--- config.mk ---
export PLATFORM = sky130hd
export DESIGN_NAME = csr_file
export DESIGN_NICKNAME = d
export VERILOG_FILES = /design/src/rtl/csr_file_pkg.sv /design/src/rtl/csr_file_alu.sv /design/src/rtl/csr_file.sv
export SDC_FILE = /design/constraint.sdc
export NUM_CORES = 2
export LEC_CHECK = 0
export ABC_AREA = 1
export CORE_MARGIN = 10
export CORE_UTILIZATION = 40
export DETAILED_ROUTE_END_ITERATION = 12
export HOLD_SLACK_MARGIN = 0.03
export SYNTH_ARGS = -nofsm -noshare
export SYNTH_HDL_FRONTEND = slang
export SYNTH_SLANG_ARGS = --single-unit
export TNS_END_PERCENT = 10
--- constraint.sdc ---
create_clock -name clk -period 4.05 [get_ports clk]
set_input_delay 0.81 -clock clk [delete_from_list [all_inputs] [get_ports clk]]
set_output_delay 0.81 -clock clk [all_outputs]
set_load 0.005 [all_outputs]
--- src/rtl/csr_file_pkg.sv ---
// Shared types and constants for the machine-mode CSR file.
//   common : word_t, the 64-bit machine word.
//   pipes  : CSR operation encoding, CSR addresses, mstatus writable mask,
//            privilege encodings and mstatus field positions.
package common;
  typedef logic [63:0] word_t;
endpackage

package pipes;
  // Encoding follows the low two bits of the CSR funct3 field.
  typedef enum logic [1:0] {
    CSR_NOP = 2'b00,
    CSR_W   = 2'b01,
    CSR_S   = 2'b10,
    CSR_C   = 2'b11
  } csr_op_t;

  localparam logic [11:0] CSR_MSTATUS  = 12'h300;
  localparam logic [11:0] CSR_MIE      = 12'h304;
  localparam logic [11:0] CSR_MTVEC    = 12'h305;
  localparam logic [11:0] CSR_MSCRATCH = 12'h340;
  localparam logic [11:0] CSR_MEPC     = 12'h341;
  localparam logic [11:0] CSR_MCAUSE   = 12'h342;
  localparam logic [11:0] CSR_MTVAL    = 12'h343;
  localparam logic [11:0] CSR_MCYCLE   = 12'hB00;
  localparam logic [11:0] CSR_MHARTID  = 12'hF14;

  localparam logic [63:0] MSTATUS_MASK = 64'h0000_0000_0000_1888;

  localparam logic [1:0] PRIV_M = 2'b11;
  localparam logic [1:0] PRIV_U = 2'b00;

  localparam int MIE_BIT  = 3;
  localparam int MPIE_BIT = 7;
  localparam int MPP_LO   = 11;
  localparam int MPP_HI   = 12;
endpackage

--- src/rtl/csr_file_alu.sv ---
// csr_alu: combinational read-modify-write for CSR instructions.
//   o    : current register value
//   wd   : write operand
//   wop  : CSR_W / CSR_S / CSR_C
//   mask : writable bits of the target register
//   nv   : new value, already masked
module csr_alu
  import common::*;
  import pipes::*;
(
  input  word_t   o,
  input  word_t   wd,
  input  csr_op_t wop,
  input  word_t   mask,
  output word_t   nv
);
  word_t comb;

  always_comb begin
    comb = o;
    case (wop)
      CSR_W:   comb = wd;
      CSR_S:   comb = o | wd;
      CSR_C:   comb = o & ~wd;
      default: comb = o;
    endcase
  end

  // Non-writable bits of every implemented CSR hold zero, so masking is enough.
  assign nv = comb & mask;
endmodule

--- src/rtl/csr_file.sv ---
// csr_file: machine-mode CSR file for the RV64 pipeline.
// Ports:
//   clk, reset                    clock, synchronous active-high reset
//   ra -> rd, rd_illegal          combinational CSR read for execute
//   we, wa, wop, wd               committed CSR write from writeback
//   trap_valid/cause/pc/tval      trap entry
//   mret                          mret commit
//   redirect_valid, redirect_pc   registered one-cycle redirect to fetch
//   priv                          current privilege level
// Build option: CSR_FWD_EN enables same-cycle bypass of the committing
// write / trap / mret onto rd; without it rd always shows pre-edge state.
module csr_file
  import common::*;
  import pipes::*;
(
  input  logic        clk,
  input  logic        reset,
  input  logic [11:0] ra,
  output word_t       rd,
  output logic        rd_illegal,
  input  logic        we,
  input  logic [11:0] wa,
  input  csr_op_t     wop,
  input  word_t       wd,
  input  logic        trap_valid,
  input  word_t       trap_cause,
  input  word_t       trap_pc,
  input  word_t       trap_tval,
  input  logic        mret,
  output logic        redirect_valid,
  output word_t       redirect_pc,
  output logic [1:0]  priv
);
  word_t mstatus, mtvec, mepc, mcause, mtval, mscratch, mie, mcycle;
  word_t rd_raw, wold, wmask, nv, mstatus_evt, tvec_base, trap_target;
  logic  wlegal, write_en;

  // Read port.
  always_comb begin
    rd_raw     = '0;
    rd_illegal = 1'b0;
    case (ra)
      CSR_MSTATUS:  rd_raw = mstatus;
      CSR_MTVEC:    rd_raw = mtvec;
      CSR_MEPC:     rd_raw = mepc;
      CSR_MCAUSE:   rd_raw = mcause;
      CSR_MTVAL:    rd_raw = mtval;
      CSR_MSCRATCH: rd_raw = mscratch;
      CSR_MIE:      rd_raw = mie;
      CSR_MCYCLE:   rd_raw = mcycle;
      CSR_MHARTID:  rd_raw = '0;
      default:      rd_illegal = 1'b1;
    endcase
  end

  // Old value and writable mask of the write target; mhartid is read-only.
  always_comb begin
    wold   = '0;
    wmask  = '1;
    wlegal = 1'b1;
    case (wa)
      CSR_MSTATUS:  begin wold = mstatus; wmask = MSTATUS_MASK; end
      CSR_MTVEC:    wold = mtvec;
      CSR_MEPC:     begin wold = mepc; wmask = ~64'h3; end
      CSR_MCAUSE:   wold = mcause;
      CSR_MTVAL:    wold = mtval;
      CSR_MSCRATCH: wold = mscratch;
      CSR_MIE:      wold = mie;
      CSR_MCYCLE:   wold = mcycle;
      default:      wlegal = 1'b0;
    endcase
  end

  csr_alu u_alu (
    .o    (wold),
    .wd   (wd),
    .wop  (wop),
    .mask (wmask),
    .nv   (nv)
  );

  // A trap or mret drops the write outright.
  assign write_en = we && wlegal && !trap_valid && !mret;

  // mstatus after the committing trap or mret this cycle.
  always_comb begin
    mstatus_evt = mstatus;
    if (trap_valid) begin
      mstatus_evt[MPIE_BIT]       = mstatus[MIE_BIT];
      mstatus_evt[MIE_BIT]        = 1'b0;
      mstatus_evt[MPP_HI:MPP_LO]  = priv;
    end else if (mret) begin
      mstatus_evt[MIE_BIT]        = mstatus[MPIE_BIT];
      mstatus_evt[MPIE_BIT]       = 1'b1;
      mstatus_evt[MPP_HI:MPP_LO]  = PRIV_U;
    end
  end

  // Vectored mode applies only to interrupts; the shift discards cause bit 62.
  assign tvec_base   = {mtvec[63:2], 2'b00};
  assign trap_target = (mtvec[1:0] == 2'b01 && trap_cause[63])
                     ? tvec_base + ({1'b0, trap_cause[62:0]} << 2)
                     : tvec_base;

`ifdef CSR_FWD_EN
  always_comb begin
    if ((trap_valid || mret) && ra == CSR_MSTATUS) rd = mstatus_evt;
    else if (write_en && wa == ra)                 rd = nv;
    else                                           rd = rd_raw;
  end
`else
  assign rd = rd_raw;
`endif

  always_ff @(posedge clk) begin
    if (reset) begin
      mstatus        <= '0;
      mtvec          <= '0;
      mepc           <= '0;
      mcause         <= '0;
      mtval          <= '0;
      mscratch       <= '0;
      mie            <= '0;
      mcycle         <= '0;
      priv           <= PRIV_M;
      redirect_valid <= 1'b0;
      redirect_pc    <= '0;
    end else begin
      mcycle         <= mcycle + 64'd1;
      redirect_valid <= 1'b0;
      if (trap_valid) begin
        mepc           <= trap_pc & ~64'h3;
        mcause         <= trap_cause;
        mtval          <= trap_tval;
        mstatus        <= mstatus_evt;
        priv           <= PRIV_M;
        redirect_valid <= 1'b1;
        redirect_pc    <= trap_target;
      end else if (mret) begin
        mstatus        <= mstatus_evt;
        priv           <= mstatus[MPP_HI:MPP_LO];
        redirect_valid <= 1'b1;
        redirect_pc    <= mepc;
      end else if (write_en) begin
        case (wa)
          CSR_MSTATUS:  mstatus  <= nv;
          CSR_MTVEC:    mtvec    <= nv;
          CSR_MEPC:     mepc     <= nv;
          CSR_MCAUSE:   mcause   <= nv;
          CSR_MTVAL:    mtval    <= nv;
          CSR_MSCRATCH: mscratch <= nv;
          CSR_MIE:      mie      <= nv;
          CSR_MCYCLE:   mcycle   <= nv;
          default:      ;
        endcase
      end
    end
  end
endmodule

==> reports/metrics.csv <==
stage,metric,value,unit
global_routing,first-pass GRT wire length,344000,um
placed_design,global placement routability congestion,1.07,
yosys,Gate Count Post-Synth,6176,
clock_network,Root Driver,clkbuf_16,
worst_setup_path,critical path capture point,rd[62],
worst_setup_path,Critical R2R Launch,mtvec[3],
clock_network,# clock sinks,579,
yosys,Yosys top cell by area,dfxtp_1,
timing,final setup vio count,8,
timing,"Hold Vio Cnt, Final",0,
yosys,unique cell type count in the Yosys netlist,51,
clock_network,# hold bufs at CTS,0,
cells_and_area,Filler cells,9687,
clock_network,htree depth,3,
route,remaining antenna violation count,0,
worst_setup_path,Worst path max stage delay,0.49,ns
route,DRT Wirelength,252000,um
yosys,prevailing post-synth register cell,dfxtp_1,
yosys,Avg Inst Size Synth,6.10,um^2
floorplanning,Boundary Pins,419,
timing,Final Critical Period,4.29,ns
cells_and_area,final core occ,51.2,%
worst_setup_path,Worst Setup SP,ra[6],
floorplanning,die height,327,um
placed_design,DP HPWL,189000,um
job,Max-Cap Viols,0,
timing,TNS Setup,-0.805,ns
timing,RSZ-0062 raised after global routing,yes,
worst_setup_path,critical-path cell list,"clkdlybuf4s50_1, nor2_1, nand2_2, nor4_2, buf_4, nand3_2, buf_12, buf_4, o22ai_1, a211oi_1, a21oi_2, buf_4, clkdlybuf4s50_1",
worst_setup_path,FF-to-FF setup slack,0.91,ns
placed_design,port buffer count,416,
cells_and_area,post-layout net count,6978,
floorplanning,Rows,112,
route,TritonRoute pass-1 iters,7,
cells_and_area,area delta synth->final,26.9,%
timing,Rel. slew slack,34.3,%
worst_setup_path,worst reg2reg endpoint,redirect_pc[44],
floorplanning,Core Footprint,93500,um^2
floorplanning,Initial Util,40.3,%
worst_setup_path,Setup crit start kind,input port,
yosys,"EDFF count, synth",0,
timing,Worst Tran Pin Value,0.986,ns
yosys,sequential share of the synthesized area,30.7,%
global_routing,GRT Util Overall,45.0,%
global_routing,antenna violations before repair,12,
yosys,register bit count reported by yosys,579,
route,Iter 0 DRT Violations,7375,
outcome,violated checks,setup timing,
clock_network,clock slew at reported path FFs,0.06,ns
worst_setup_path,WP data arrival,3.48,ns
power_and_ir_drop,Pleak,0.0198,uW
worst_setup_path,worst r2r path cells,15,
timing,setup ws final,-0.237,ns
yosys,ys async rst share,0,%
timing,max-slew violations,0,
power_and_ir_drop,Worst IR Drop VDD,0.299,mV
worst_setup_path,largest fanout on the critical path,35,
global_routing,grt total ovfl,0,
clock_network,TritonCTS clock tree,built,
route,detailed-route DRC error count,0,
floorplanning,Die X,327,um
clock_network,CTS Buffer Depth,3,
worst_hold_path,Hold Crit Depth,2,
worst_setup_path,CP most frequent cell,buf_4,
global_routing,largest net degree at the start of global routing,128,
floorplanning,die area,107000,um^2
outcome,status,finished with violations,
worst_setup_path,CP endpoint kind,output pin,
yosys,Synth top area share,30.7,%
cells_and_area,ratio of cells with drive above 1 in the final layout,8.52,%
worst_setup_path,"slowest stage cell, crit path",clkdlybuf4s50_1,
power_and_ir_drop,Final Power,14800,uW
timing,Final Cycle Share,106,%
yosys,main area contributors after synthesis,"dfxtp_1, nand2_1, a21oi_1, inv_1, nand3_1",
timing,Final Skew,0.0343,ns
clock_network,CTS buffer count,72,
route,drt via density,6.11,
power_and_ir_drop,Cell Pwr Density,310,nW/um^2
worst_hold_path,class of the worst hold path,reg -> reg,
clock_network,"Clk Latency, worst-skew pair",0.68,ns
global_routing,vias in the first global route,44600,
route,drt wl/cell,31.7,um
worst_setup_path,critical path class,in -> out,
yosys,Mapped Area,37700,um^2
worst_setup_path,WP data required,3.24,ns
yosys,post-synth net total,6526,
yosys,Yosys Warn Count,0,
timing,fmax,0.233,GHz
route,via count,48600,
## through the flow
step	instances	hold slack (ns)	setup WS, ns	instance area, um^2
floorplan	6176	0.436	0.931	37700
global placement	7797	0.446	-0.407	45100
detailed placement	7797	0.446	-0.339	45100
CTS	7935	0.456	-0.202	47700
global route	7942	0.481	-0.333	47800
finish	7950	0.462	-0.237	47900
## cell usage after synthesis, types with 2 or more instances
master / count
a211oi_1: 6
a21boi_0: 3
a21o_1: 2
a21oi_1: 748
a221oi_1: 13
a22o_1: 6
a31oi_1: 29
and3_1: 8
buf_1: 33
buf_2: 69
buf_4: 26
buf_6: 13
clkbuf_1: 226
clkinv_1: 4
dfxtp_1: 579
ha_1: 62
inv_1: 798
inv_2: 16
mux2i_1: 21
nand2_1: 1448
nand2_2: 8
nand3_1: 400
nand3b_1: 5
nand4_1: 88
nor2_1: 502
nor2_2: 16
nor2_4: 4
nor3_1: 138
nor3_2: 3
nor4_1: 13
o2111ai_1: 53
o211ai_1: 4
o21ai_0: 360
o21ai_1: 190
o21bai_1: 20
o22ai_1: 176
or2_2: 5
xnor2_1: 2
xor2_1: 67
## sequential cells by signal (all words and copies together) (netlist names)
register,flops
mcycle,64
mstatus,64
mtval,64
mie,64
priv,2
mscratch,64
redirect_valid,1
redirect_pc,64
mtvec,64
mcause,64
mepc,64
## cell usage in the layout, fill, tap and decap left out, types with 11 or more instances in the layout
cell type        synthesis  layout
a21oi_1                748     746
a31oi_1                 29      29
buf_12                   0      70
buf_4                   26     256
clkbuf_1               226      17
clkbuf_16                0      73
clkbuf_8                 0      12
clkdlybuf4s50_1          0     349
clkinv_2                 0      15
dfxtp_1                579     579
dlygate4sd2_1            0      35
ha_1                    62      62
inv_1                  798     794
inv_2                   16      17
mux2i_1                 21      21
nand2_1               1448    1443
nand2_2                  8      12
nand3_1                400     395
nand4_1                 88      88
nor2_1                 502     493
nor2_2                  16      19
nor3_1                 138     138
nor4_1                  13      11
o2111ai_1               53      39
o2111ai_2                0      14
o21ai_0                360     360
o21ai_1                190     190
o21bai_1                20      20
o22ai_1                176     173
xor2_1                  67      67
## logic make-up (layout without fill, tap and decap cells)
kind of cell | Yosys count | after routing | synth area share [%]
and+or+nand+nor | 2645 | 2645 | 29.3
AOI/OAI and AO/OA | 1614 | 1614 | 23.1
buffers and inverters | 1185 | 1696 | 12.5
DFF | 579 | 579 | 30.7
xor gates and xnor gates | 69 | 69 | 1.60
adders and majority gates | 63 | 63 | 2.11
muxes | 21 | 21 | 0.558
other | 0 | 9 | 0
## worst max-delay path: cells and delay by family
family | cells | cell delay [ns]
compound gates | 3 | 0.42
buf+inv | 6 | 1.66
simple gates | 4 | 0.54
## how the worst min path moves through the flow
stage	start	endpoint	slack, ns
floorplan	mstatus[0]	mstatus[0]	0.44
global placement	mstatus[0]	mstatus[0]	0.45
detailed placement	mstatus[0]	mstatus[0]	0.45
CTS	mstatus[0]	mstatus[0]	0.46
global route	mstatus[0]	mstatus[0]	0.48
finish	mstatus[0]	mstatus[0]	0.46
## power breakdown
group | internal [uW] | switching (uW) | leakage [uW]
registers | 5830 | 192 | 0.00471
logic | 646 | 1260 | 0.0139
clock network | 3940 | 2940 | 0.00118
## routing by layer
layer | share of wire [%] | global-route usage [%]
met5 | 0.026 | 0.0452
met4 | 11 | 41.4
met3 | 11 | 11.4
met2 | 43 | 69.1
met1 | 35 | 50.9
## what timing repair did
item,in CTS,in global routing
pin swaps,6,6
setup endpoints to repair,60,35
gates cloned,1,0
buffers inserted,4,6
resized for setup,74,57
## final cells by class
type / count / area, um^2 / share of cell area (%)
Multi-Input combinational cell: 4412 / 21700 / 45.3
Sequential cell: 579 / 11600 / 24.2
Timing Repair Buffer: 745 / 7510 / 15.7
Inverter: 818 / 3090 / 6.46
Clock buffer: 101 / 2040 / 4.27
Tap cell: 1254 / 1570 / 3.28
Clock inverter: 32 / 377 / 0.787
Antenna cell: 9 / 22.5 / 0.0471
(Power assumes the default switching activity.)
